`src/rtl/lc4_div_scheduler.sv`:
```
// Shared 16-bit restoring divide/modulo unit for the two-wide LC4 pipe.
// Pipe A has fixed priority over pipe B. Each op takes a fixed 17 cycles from accept to response.
module lc4_div_scheduler (
  input  logic        clk,
  input  logic        rst_n,
  input  logic        i_a_valid,
  input  logic [15:0] i_a_dividend,
  input  logic [15:0] i_a_divisor,
  input  logic        i_a_is_mod,
  output logic        o_a_ready,
  input  logic        i_b_valid,
  input  logic [15:0] i_b_dividend,
  input  logic [15:0] i_b_divisor,
  input  logic        i_b_is_mod,
  output logic        o_b_ready,
  input  logic        i_flush,
  output logic        o_resp_valid,
  output logic        o_resp_pipe,
  output logic [15:0] o_resp_result,
  output logic        o_busy
);

  localparam logic [1:0] IDLE = 2'd0;
  localparam logic [1:0] BUSY = 2'd1;
  localparam logic [1:0] DONE = 2'd2;

  typedef struct packed {
    logic [15:0] dvd;
    logic [15:0] dsr;
    logic        is_mod;
    logic        pipe;
  } req_t;

  logic [1:0]  state;
  logic [3:0]  cnt;
  logic [15:0] dvd, dsr, rem, quo;
  logic        is_mod, pipe;

  logic        acc, accept;
  req_t        req;
  logic [16:0] rem17;
  logic        ge;
  logic [15:0] rem_nxt, quo_nxt;

  assign acc       = (state == IDLE || state == DONE) && !i_flush;
  assign o_a_ready = acc;
  assign o_b_ready = acc && !i_a_valid;
  assign accept    = acc && (i_a_valid || i_b_valid);

  // B is only selected when A is idle, matching the ready priority.
  always_comb begin
    if (i_a_valid) req = '{dvd: i_a_dividend, dsr: i_a_divisor, is_mod: i_a_is_mod, pipe: 1'b0};
    else           req = '{dvd: i_b_dividend, dsr: i_b_divisor, is_mod: i_b_is_mod, pipe: 1'b1};
  end

  // 17-bit compare keeps the shifted-out MSB of the partial remainder.
  // The 16-bit subtract is exact whenever ge holds, since the difference is below dsr.
  assign rem17   = {rem, dvd[15]};
  assign ge      = rem17 >= {1'b0, dsr};
  assign rem_nxt = ge ? (rem17[15:0] - dsr) : rem17[15:0];
  assign quo_nxt = {quo[14:0], ge};

  assign o_resp_valid = (state == DONE);
  assign o_busy       = (state == BUSY);

  always_ff @(posedge clk or negedge rst_n) begin
    if (!rst_n) begin
      state         <= IDLE;
      cnt           <= '0;
      dvd           <= '0;
      dsr           <= '0;
      rem           <= '0;
      quo           <= '0;
      is_mod        <= 1'b0;
      pipe          <= 1'b0;
      o_resp_pipe   <= 1'b0;
      o_resp_result <= '0;
    end else begin
      case (state)
        IDLE, DONE: begin
          if (accept) begin
            state  <= BUSY;
            dvd    <= req.dvd;
            dsr    <= req.dsr;
            is_mod <= req.is_mod;
            pipe   <= req.pipe;
            rem    <= '0;
            quo    <= '0;
            cnt    <= '0;
          end else begin
            state <= IDLE;
          end
        end
        BUSY: begin
          if (i_flush) begin
            state <= IDLE;
          end else begin
            rem <= rem_nxt;
            quo <= quo_nxt;
            dvd <= {dvd[14:0], 1'b0};
            cnt <= cnt + 4'd1;
            if (cnt == 4'd15) begin
              state         <= DONE;
              o_resp_pipe   <= pipe;
              // Divide by zero runs full length but reports 0.
              o_resp_result <= (dsr == '0) ? '0 : (is_mod ? rem_nxt : quo_nxt);
            end
          end
        end
        default: state <= IDLE;
      endcase
    end
  end

endmodule
```
`config.mk`:
```
export PLATFORM = sky130hd
export DESIGN_NAME = lc4_div_scheduler
export DESIGN_NICKNAME = d
export VERILOG_FILES = /design/src/rtl/lc4_div_scheduler.sv
export SDC_FILE = /design/constraint.sdc
export NUM_CORES = 1
export LEC_CHECK = 0
export CORE_ASPECT_RATIO = 1.2
export CORE_UTILIZATION = 53
export CTS_CLUSTER_DIAMETER = 120
export DETAILED_ROUTE_END_ITERATION = 16
export PLACE_DENSITY_LB_ADDON = 0.05
export SLEW_MARGIN = 25
export SYNTH_ARGS = -nofsm -noshare
export SYNTH_HDL_FRONTEND = slang
export SYNTH_SLANG_ARGS = --single-unit
export TNS_END_PERCENT = 1
```
`constraint.sdc`:
```
create_clock -name clk -period 3.4 [get_ports clk]
set_input_delay 0.51 -clock clk [delete_from_list [all_inputs] [get_ports clk]]
set_output_delay 0.51 -clock clk [all_outputs]
set_load 0.005 [all_outputs]
```
# Word-level counts from Yosys, hierarchy flattened

Index checks and enable logic that the tools add are counted.
Widths: inputs -> output; s select.

Equal/unequal tests: 6
Reduce and logical (&&, ||, !) cells: 14
Bitwise logic cells: 1
Add/subtract/negate cells: 2
Order comparisons: 1
Multiplexer cells: 19

Operators with widths:

| cell                | number |
|---|---|
| $mux 16             | 7 |
| $pmux 16 s2         | 2 |
| $mux 34             | 1 |
| $pmux 15 s2         | 1 |
| $ge 17x16->1        | 1 |
| $logic_not 16->1    | 1 |
| $sub 16x16->16      | 1 |
| $mux 15             | 1 |
| $mux 4              | 2 |
| $pmux 4 s2          | 1 |
| $reduce_and 3->1    | 2 |
| $add 4x1->4 const B | 1 |
| $eq 4x4->1 const B  | 1 |
| $mux 2              | 2 |
| $ne 2x2->1 const B  | 2 |
| $pmux 2 s2          | 1 |
| $logic_and 1x1->1   | 3 |
| $ne 3x2->1 const B  | 1 |
| $eq 2x1->1 const B  | 1 |
| $eq 2x2->1 const B  | 1 |
| $logic_not 1->1     | 2 |
| $logic_not 2->1     | 1 |
| $logic_or 1x1->1    | 2 |
| $reduce_and 2->1    | 1 |
| 4 further kinds     | 4 |

Input port bits: 71
Output and inout port bits: 21
Word-level logic and storage cells: 53
Bits in registers: 88

# Longest topological paths before layout

Gate-level depths: netlist of run 1.

Depth in word-level cells: 6
Gate-level depth with buffers: 11

# Worst setup path before layout of run 1

Ideal clock, no wire load.

Path type: register to register
From: register dsr[13]
To: register o_resp_result[1]
Setup slack: 0.999 ns
Data required time: 3.279 ns
Setup time: 0.121 ns
Stages on the path, launching flop included: 12
Arrival time: 2.280 ns
Cells stage by stage: dfrtp_1 inv_1 ha_1 buf_6 a21o_1 a221o_1 o21ai_2 and3_4 buf_6 mux2i_1 a21oi_1 a22o_1

Cells in the longest elaborated chain, start to end: 4
Elaborated cells between the ends (all ways): 5

Ends and longest elaborated chain:

| item                   | RTL line | RTL |
|---|---|---|
| from (decl)            | 36       | `logic [15:0] dvd, dsr, rem, quo;` |
| from (signal assigned) | 84       | `dsr <= req.dsr;` |
| $ge 17x16->1           | 59       | `assign ge = rem17 >= {1'b0, dsr};` |
| $mux 16                | 60       | `assign rem_nxt = ge ? (rem17[15:0] - dsr) : rem17[15:0];` |
| $mux 16                | 106      | `o_resp_result <= (dsr == '0) ? '0 : (is_mod ? rem_nxt : quo_nxt);` |
| $mux 16 *              | 106      |  |
| to (signal assigned)   | 106      |  |
| to (decl)              | 19       | `output logic [15:0] o_resp_result,` |

Mark *: on every way between the ends. The rest lies on a longest branch, timed or not.
A chain may end at the register's enable or synchronous reset.

# Worst setup path after layout of run 1

From: register dvd[15]
To: register o_resp_result[14]

Cells in the longest elaborated chain, start to end: 4
Elaborated cells between the ends (all ways): 5

Ends and longest elaborated chain:

| item                                                  | RTL line | RTL |
|---|---|---|
| from (decl)                                           | 36       |  |
| from (signal assigned)                                | 83       | `dvd <= req.dvd;` |
| from (signal assigned)                                | 100      | `dvd <= {dvd[14:0], 1'b0};` |
| $sub 16x16->16 / $ge 17x16->1 (equally long branches) | 60, 59   |  |
| $mux 16 *                                             | 60       |  |
| $mux 16 * (2 in a row)                                | 106      |  |

Marked as above.

==> results of run 1 <==
power by group through the flow:
stage          clock, mW  combinational, mW  sequential, mW
2_1_floorplan          0               1.61            1.39
3_3_place_gp           0               2.02            1.45
3_5_place_dp           0               2.07            1.46
4_1_cts            0.760               2.08            1.44
5_1_grt            0.803               2.30            1.47
6_report           0.751               2.10            1.44
per-layer routing:
| layer | routed length (µm) | share of wire [%] |
|---|---|---|
| met1 | 4840 | 40 |
| met2 | 6270 | 52 |
| met3 | 547 | 4.5 |
| met4 | 401 | 3.3 |
| met5 | 0 | 0 |
kinds of logic (layout without fill, tap and decap cells):
| group | count (synthesis) | count (layout) | share of synthesized area (%) |
|---|---|---|---|
| fa+ha+maj | 18 | 18 | 4.65 |
| xor+xnor | 10 | 10 | 1.75 |
| compound gates | 168 | 168 | 21.2 |
| flops | 88 | 88 | 44.0 |
| buf+inv | 52 | 135 | 4.45 |
| mux | 45 | 45 | 9.06 |
| simple gates | 165 | 165 | 14.9 |
cells in the mapped netlist (5+ instances only):
master,number,area share [%]
inv_1,21,1.6
o21a_1,8,1.2
and3_1,5,0.63
ha_1,17,4.3
nor3_1,6,0.60
nand2_1,79,5.9
a22o_1,17,3.0
clkbuf_1,23,1.7
nor2_1,46,3.5
xnor2_1,5,0.88
xor2_1,5,0.88
o21ai_0,67,6.7
mux2i_1,43,8.6
a21o_1,6,0.90
nand3_1,6,0.60
a21oi_1,39,3.9
dfrtp_1,88,44
worst paths after layout:
kind | start | to | slack [ns]
min in group clk | dvd[4] | dvd[4] | 0.49
setup / recovery | dvd[15] | o_resp_result[14] | 0.53
max in group asynchronous | rst_n | rem[4] | 2.65
hold / removal | rst_n | dsr[5] | 0.18
hold reg to reg | dvd[4] | dvd[4] | 0.49
setup reg to reg | dvd[15] | o_resp_result[14] | 0.53
registers in the layout (all words and copies together), names as in the netlist:
register       cells
dsr               16
dvd               16
o_resp_result     16
rem               16
quo               15
cnt                4
state              2
is_mod             1
o_resp_pipe        1
pipe               1
through the flow:
stage                     util (%)  setup WS [ns]  total power [mW]
after floorplan                  -          0.999              3.00
after global placement        65.9          0.628              3.47
after detailed placement      65.9          0.610              3.53
after CTS                     68.1          0.579              4.28
after global routing          68.1          0.379              4.57
final                         68.1          0.530              4.29
layout make-up:
| class | count | area [µm²] |
|---|---|---|
| Clock buffer | 10 | 138 |
| Inverter | 21 | 78.8 |
| Clock inverter | 5 | 63.8 |
| Timing Repair Buffer | 99 | 967 |
| Fill cell | 762 | 2890 |
| Multi-Input combinational cell | 406 | 2590 |
| Sequential cell | 88 | 2200 |
| Tap cell | 120 | 150 |
==> flow_metrics.py, run 1 <==
metrics = {
    "detailed_routing": {
        "finalWirelength_um": 12100,
        "wl_per_cell_um": 16.1,
        "viasPerCell": 5.74,
        "route.detailed.drc": 0,
        "vias": 4303,
        "drt-initial-drc-count": 213,
        "drtAntennaViolNets": 0,
        "first_pass_iters": 4,
    },
    "sta": {
        "hold_slack_ns": 0.182,
        "slew_violations": 0,
        "fmaxAchievable_mhz": 348,
        "rsz0062_at_grt": "false",
        "final_hold_viol_count": 0,
        "slew_headroom_pct": 46.9,
        "worst_pin_slew_ns": 0.797,
        "finalSetupTns_ns": 0,
        "finalSetupViolations": 0,
        "fin_crit_sh_pct": 84.4,
        "period_minus_slack_ns": 2.87,
        "clock_skew_ns": 0.00687,
    },
    "floorplanning": {
        "rows": 38,
        "start_util_pct": 55.1,
        "die_x_um": 90.7,
        "ios": 92,
        "die_h_um": 108,
        "dieArea_mm2": 0.00983,
        "core_mm2": 0.00908,
    },
    "grt": {
        "use_met1_pct": 30.5,
        "antenna_found_initial": 0,
        "grt_pass1_vias": 4286,
        "track_usage_pct": 26.1,
        "grt-busiest-layer": "met2",
        "grt_max_degree": 89,
        "grtUsageMet2_pct": 46.9,
        "grt-ovfl-total": 0,
        "grtUsageMet3_pct": 4.50,
        "grt_pass1_wl_um": 20000,
    },
    "power": {
        "combinationalPowerShare_pct": 48.9,
        "p_clk_share_pct": 17.5,
        "p_int_mw": 2.50,
        "p_per_area_mw_per_mm2": 693,
        "p_seq_share_pct": 33.5,
        "switching_share_pct": 41.7,
        "p_leak_nw": 2.86,
        "net-switching-power_mw": 1.79,
        "vdd_drop_max_v": 0.000308,
    },
    "critical_path": {
        "cp_slowest_cell": "fa_1",
        "critPathMaxFanout": 3,
        "critPathKind": "register to register",
        "critPathBufInv": 2,
        "crit_required_ns": 3.68,
        "cp_num_cells": 11,
        "crit_family": "compound AO/OA/AOI/OAI gates",
        "cpMostUsedCell": "inv_1",
        "cp-end-kind": "register",
        "critical-path-max-stage-delay_ns": 0.43,
        "startpoint_type": "register",
        "path_cells": "inv_1, ha_1, inv_1, fa_1, a211oi_1, o21a_1, o211ai_1, a41oi_1, xnor2_1, a21oi_1, o31ai_1",
        "worst_r2r_path_depth": 11,
        "crit_arrival_ns": 3.15,
    },
    "yosys": {
        "synth_flop_cell": "dfrtp_1",
        "syn_area_mm2": 0.00500,
        "yosysSeqAreaShare_pct": 44.0,
        "synth_cell_type_count": 55,
        "synthArstFlopShare_pct": 100,
        "synth_edf_count": 0,
        "synth_nets": 635,
        "synthCells": 546,
        "synth-seq-cells": 88,
        "syn_area_per_cell_um2": 9.16,
        "yosysWarnings": 0,
    },
    "status": {
        "status": "finished, final reports clean",
    },
    "cts": {
        "cts_buffers": 9,
        "cts_setup_buffers": 0,
        "insertion_delay_ns": 0.36,
        "ctsHtreeMaxLevel": 3,
        "clockBufferDepth": 2,
        "cts_resized": 0,
        "cts_sinks": 88,
        "root_buffer": "clkbuf_8",
        "cts_tree": "yes",
        "clk_pin_slew_ns": 0.09,
        "holdBufCountCts": 0,
    },
    "finish": {
        "finalNonFillerCells": 749,
        "layout_common_cells": "clkdlybuf4s50_1 (89), dfrtp_1 (88), nand2_1 (79)",
        "final_common_cell": "clkdlybuf4s50_1",
        "fin_nets": 714,
        "diodes": 0,
        "syn_to_final_growth_pct": 23.8,
        "final_area_mm2": 0.00619,
        "drive_gt1_share_pct": 7.00,
    },
    "placement": {
        "io_buffer_count": 91,
        "place_hpwl_um": 8920,
        "dpl.cell_count": 734,
        "place.gp.congestion": 0.971,
        "place_area_mm2": 0.00599,
    },
    "run": {
        "max_cap_viol_count": 0,
    },
    "hold_path": {
        "hold_path.class": "input pin to asynchronous set/reset pin",
    },
}
(Power assumes the default switching activity.)
==> run 2: changes to the inputs <==
clock period = 3 ns   (was 3.4 ns; I/O delays follow)
==> flow_metrics.py, run 2 (synthesis gave the netlist of run 1 again) <==
metrics = {
    "status": {
        "status": "finished, final reports clean",
    },
    "cts": {
        "cts_sinks": 88,
        "root_buffer": "clkbuf_8",
        "clk_pin_slew_ns": 0.09,
        "cts_resized": 0,
        "cts_setup_buffers": 0,
        "clockBufferDepth": 2,
        "cts_tree": "yes",
        "ctsHtreeMaxLevel": 3,
        "insertion_delay_ns": 0.37,
        "cts_buffers": 9,
        "holdBufCountCts": 0,
    },
    "placement": {
        "place.gp.congestion": 0.932,
        "place_area_mm2": 0.00600,
        "place_hpwl_um": 9230,
        "io_buffer_count": 91,
    },
    "critical_path": {
        "startpoint_type": "register",
        "critPathKind": "register to register",
        "path_cells": "inv_1, ha_1, inv_1, fa_1, a211oi_1, o21a_1, o211ai_1, a41oi_1, xnor2_1, a21oi_1, o31ai_1",
        "crit_family": "compound AO/OA/AOI/OAI gates",
        "critical-path-max-stage-delay_ns": 0.43,
        "crit_required_ns": 3.28,
        "cp-end-kind": "register",
        "critPathBufInv": 2,
        "cp_slowest_cell": "fa_1",
        "crit_arrival_ns": 3.08,
        "cpMostUsedCell": "inv_1",
        "critPathMaxFanout": 3,
    },
    "finish": {
        "final_area_mm2": 0.00620,
        "final_common_cell": "clkdlybuf4s50_1",
        "drive_gt1_share_pct": 7.14,
        "fin_nets": 715,
        "multi_input_area_mm2": 0.00259,
        "ff_latch_area_mm2": 0.00220,
        "fillCellCount": 738,
        "layout_common_cells": "clkdlybuf4s50_1 (89), dfrtp_1 (88), nand2_1 (79)",
        "syn_to_final_growth_pct": 23.9,
        "diodes": 0,
    },
    "sta": {
        "hold_slack_ns": 0.0618,
        "fin_crit_sh_pct": 93.4,
        "rsz0062_at_grt": "false",
        "final_hold_viol_count": 0,
        "fmaxAchievable_mhz": 357,
        "period_minus_slack_ns": 2.80,
        "worst_pin_slew_ns": 0.679,
        "finalSetupTns_ns": 0,
        "clock_skew_ns": 0.0108,
        "slew_violations": 0,
        "slew_headroom_pct": 54.6,
        "finalSetupViolations": 0,
    },
    "power": {
        "vdd_drop_max_v": 0.000385,
        "p_per_area_mw_per_mm2": 776,
        "p_leak_nw": 2.86,
    },
    "hold_path": {
        "hold_path.class": "input pin to asynchronous set/reset pin",
    },
    "detailed_routing": {
        "vias": 4311,
        "route.detailed.drc": 0,
        "drtAntennaViolNets": 0,
        "viasPerCell": 5.75,
        "wl_per_cell_um": 16.5,
        "finalWirelength_um": 12400,
        "first_pass_iters": 5,
        "drt-initial-drc-count": 237,
    },
    "floorplanning": {
        "core_mm2": 0.00908,
        "dieArea_mm2": 0.00983,
        "ios": 92,
        "die_x_um": 90.7,
        "start_util_pct": 55.1,
        "rows": 38,
        "die_h_um": 108,
    },
    "grt": {
        "track_usage_pct": 27.1,
        "antenna_found_initial": 0,
        "grt_pass1_vias": 4380,
        "grt_pass1_wl_um": 20800,
        "grt-ovfl-total": 0,
        "grt_max_degree": 48,
    },
    "run": {
        "max_cap_viol_count": 0,
    },
}
-- run 2: power breakdown --
| part | total (mW) | switching [mW] | internal [mW] |
|---|---|---|---|
| Sequential | 1.64 | 0.219 | 1.42 |
| Clock | 0.827 | 0.442 | 0.384 |
| Combinational | 2.34 | 1.34 | 0.994 |
| Total | 4.81 | 2.00 | 2.80 |
-- run 2: routing by layer --
| layer | up-vias | part of all wire (%) | GRT usage [%] |
|---|---|---|---|
| met5 | - | 0 | 0 |
| met4 | 0 | 2.6 | 11.6 |
| met3 | 23 | 3.9 | 5.41 |
| met2 | 106 | 53 | 48.6 |
| met1 | 2090 | 40 | 31.4 |
| li1 | 2092 | - | - |
-- run 2: worst reg2reg max path, stage by stage (launching register included) --
cell and delay, ns:
dfrtp_1 0.41, inv_1 0.08, ha_1 0.16, inv_1 0.05, fa_1 0.43, a211oi_1 0.31
o21a_1 0.24, o211ai_1 0.17, a41oi_1 0.30, xnor2_1 0.19, a21oi_1 0.12, o31ai_1 0.26
-- run 2: final timing paths --
| check | from | endpoint | slack [ns] | depth (start not counted) |
|---|---|---|---|---|
| setup / recovery | dvd[15] | o_resp_result[14] | 0.20 | 11 |
| hold / removal | rst_n | dsr[5] | 0.06 | 1 |
| setup reg to reg | dvd[15] | o_resp_result[14] | 0.20 | 11 |
| hold reg to reg | dvd[3] | dvd[3] | 0.49 | 2 |
| max in group asynchronous | rst_n | o_resp_result[11] | 2.30 | 2 |
| min in group clk | dvd[3] | dvd[3] | 0.49 | 2 |
-- run 2: per-stage QoR --
| stage | util, % | std cells | setup slack [ns] | power [mW] |
|---|---|---|---|---|
| 6_report | 68.2 | 750 | 0.199 | 4.81 |
| 5_1_grt | 68.2 | 750 | 0.0303 | 5.18 |
| 4_1_cts | 68.2 | 750 | 0.192 | 4.83 |
| 3_5_place_dp | 66.1 | 735 | 0.209 | 3.99 |
| 3_3_place_gp | 66.1 | 735 | 0.305 | 3.96 |
| 2_1_floorplan | - | 546 | 0.599 | 3.41 |
-- run 2: final cells by class --
cell class,instances,area share (%)
clock inverter,6,1.11
timing repair buffer,100,15.9
inverter,21,1.27
tap,120,2.42
clock buffer,9,2.00
multi-input combinational,406,41.8
sequential,88,35.5
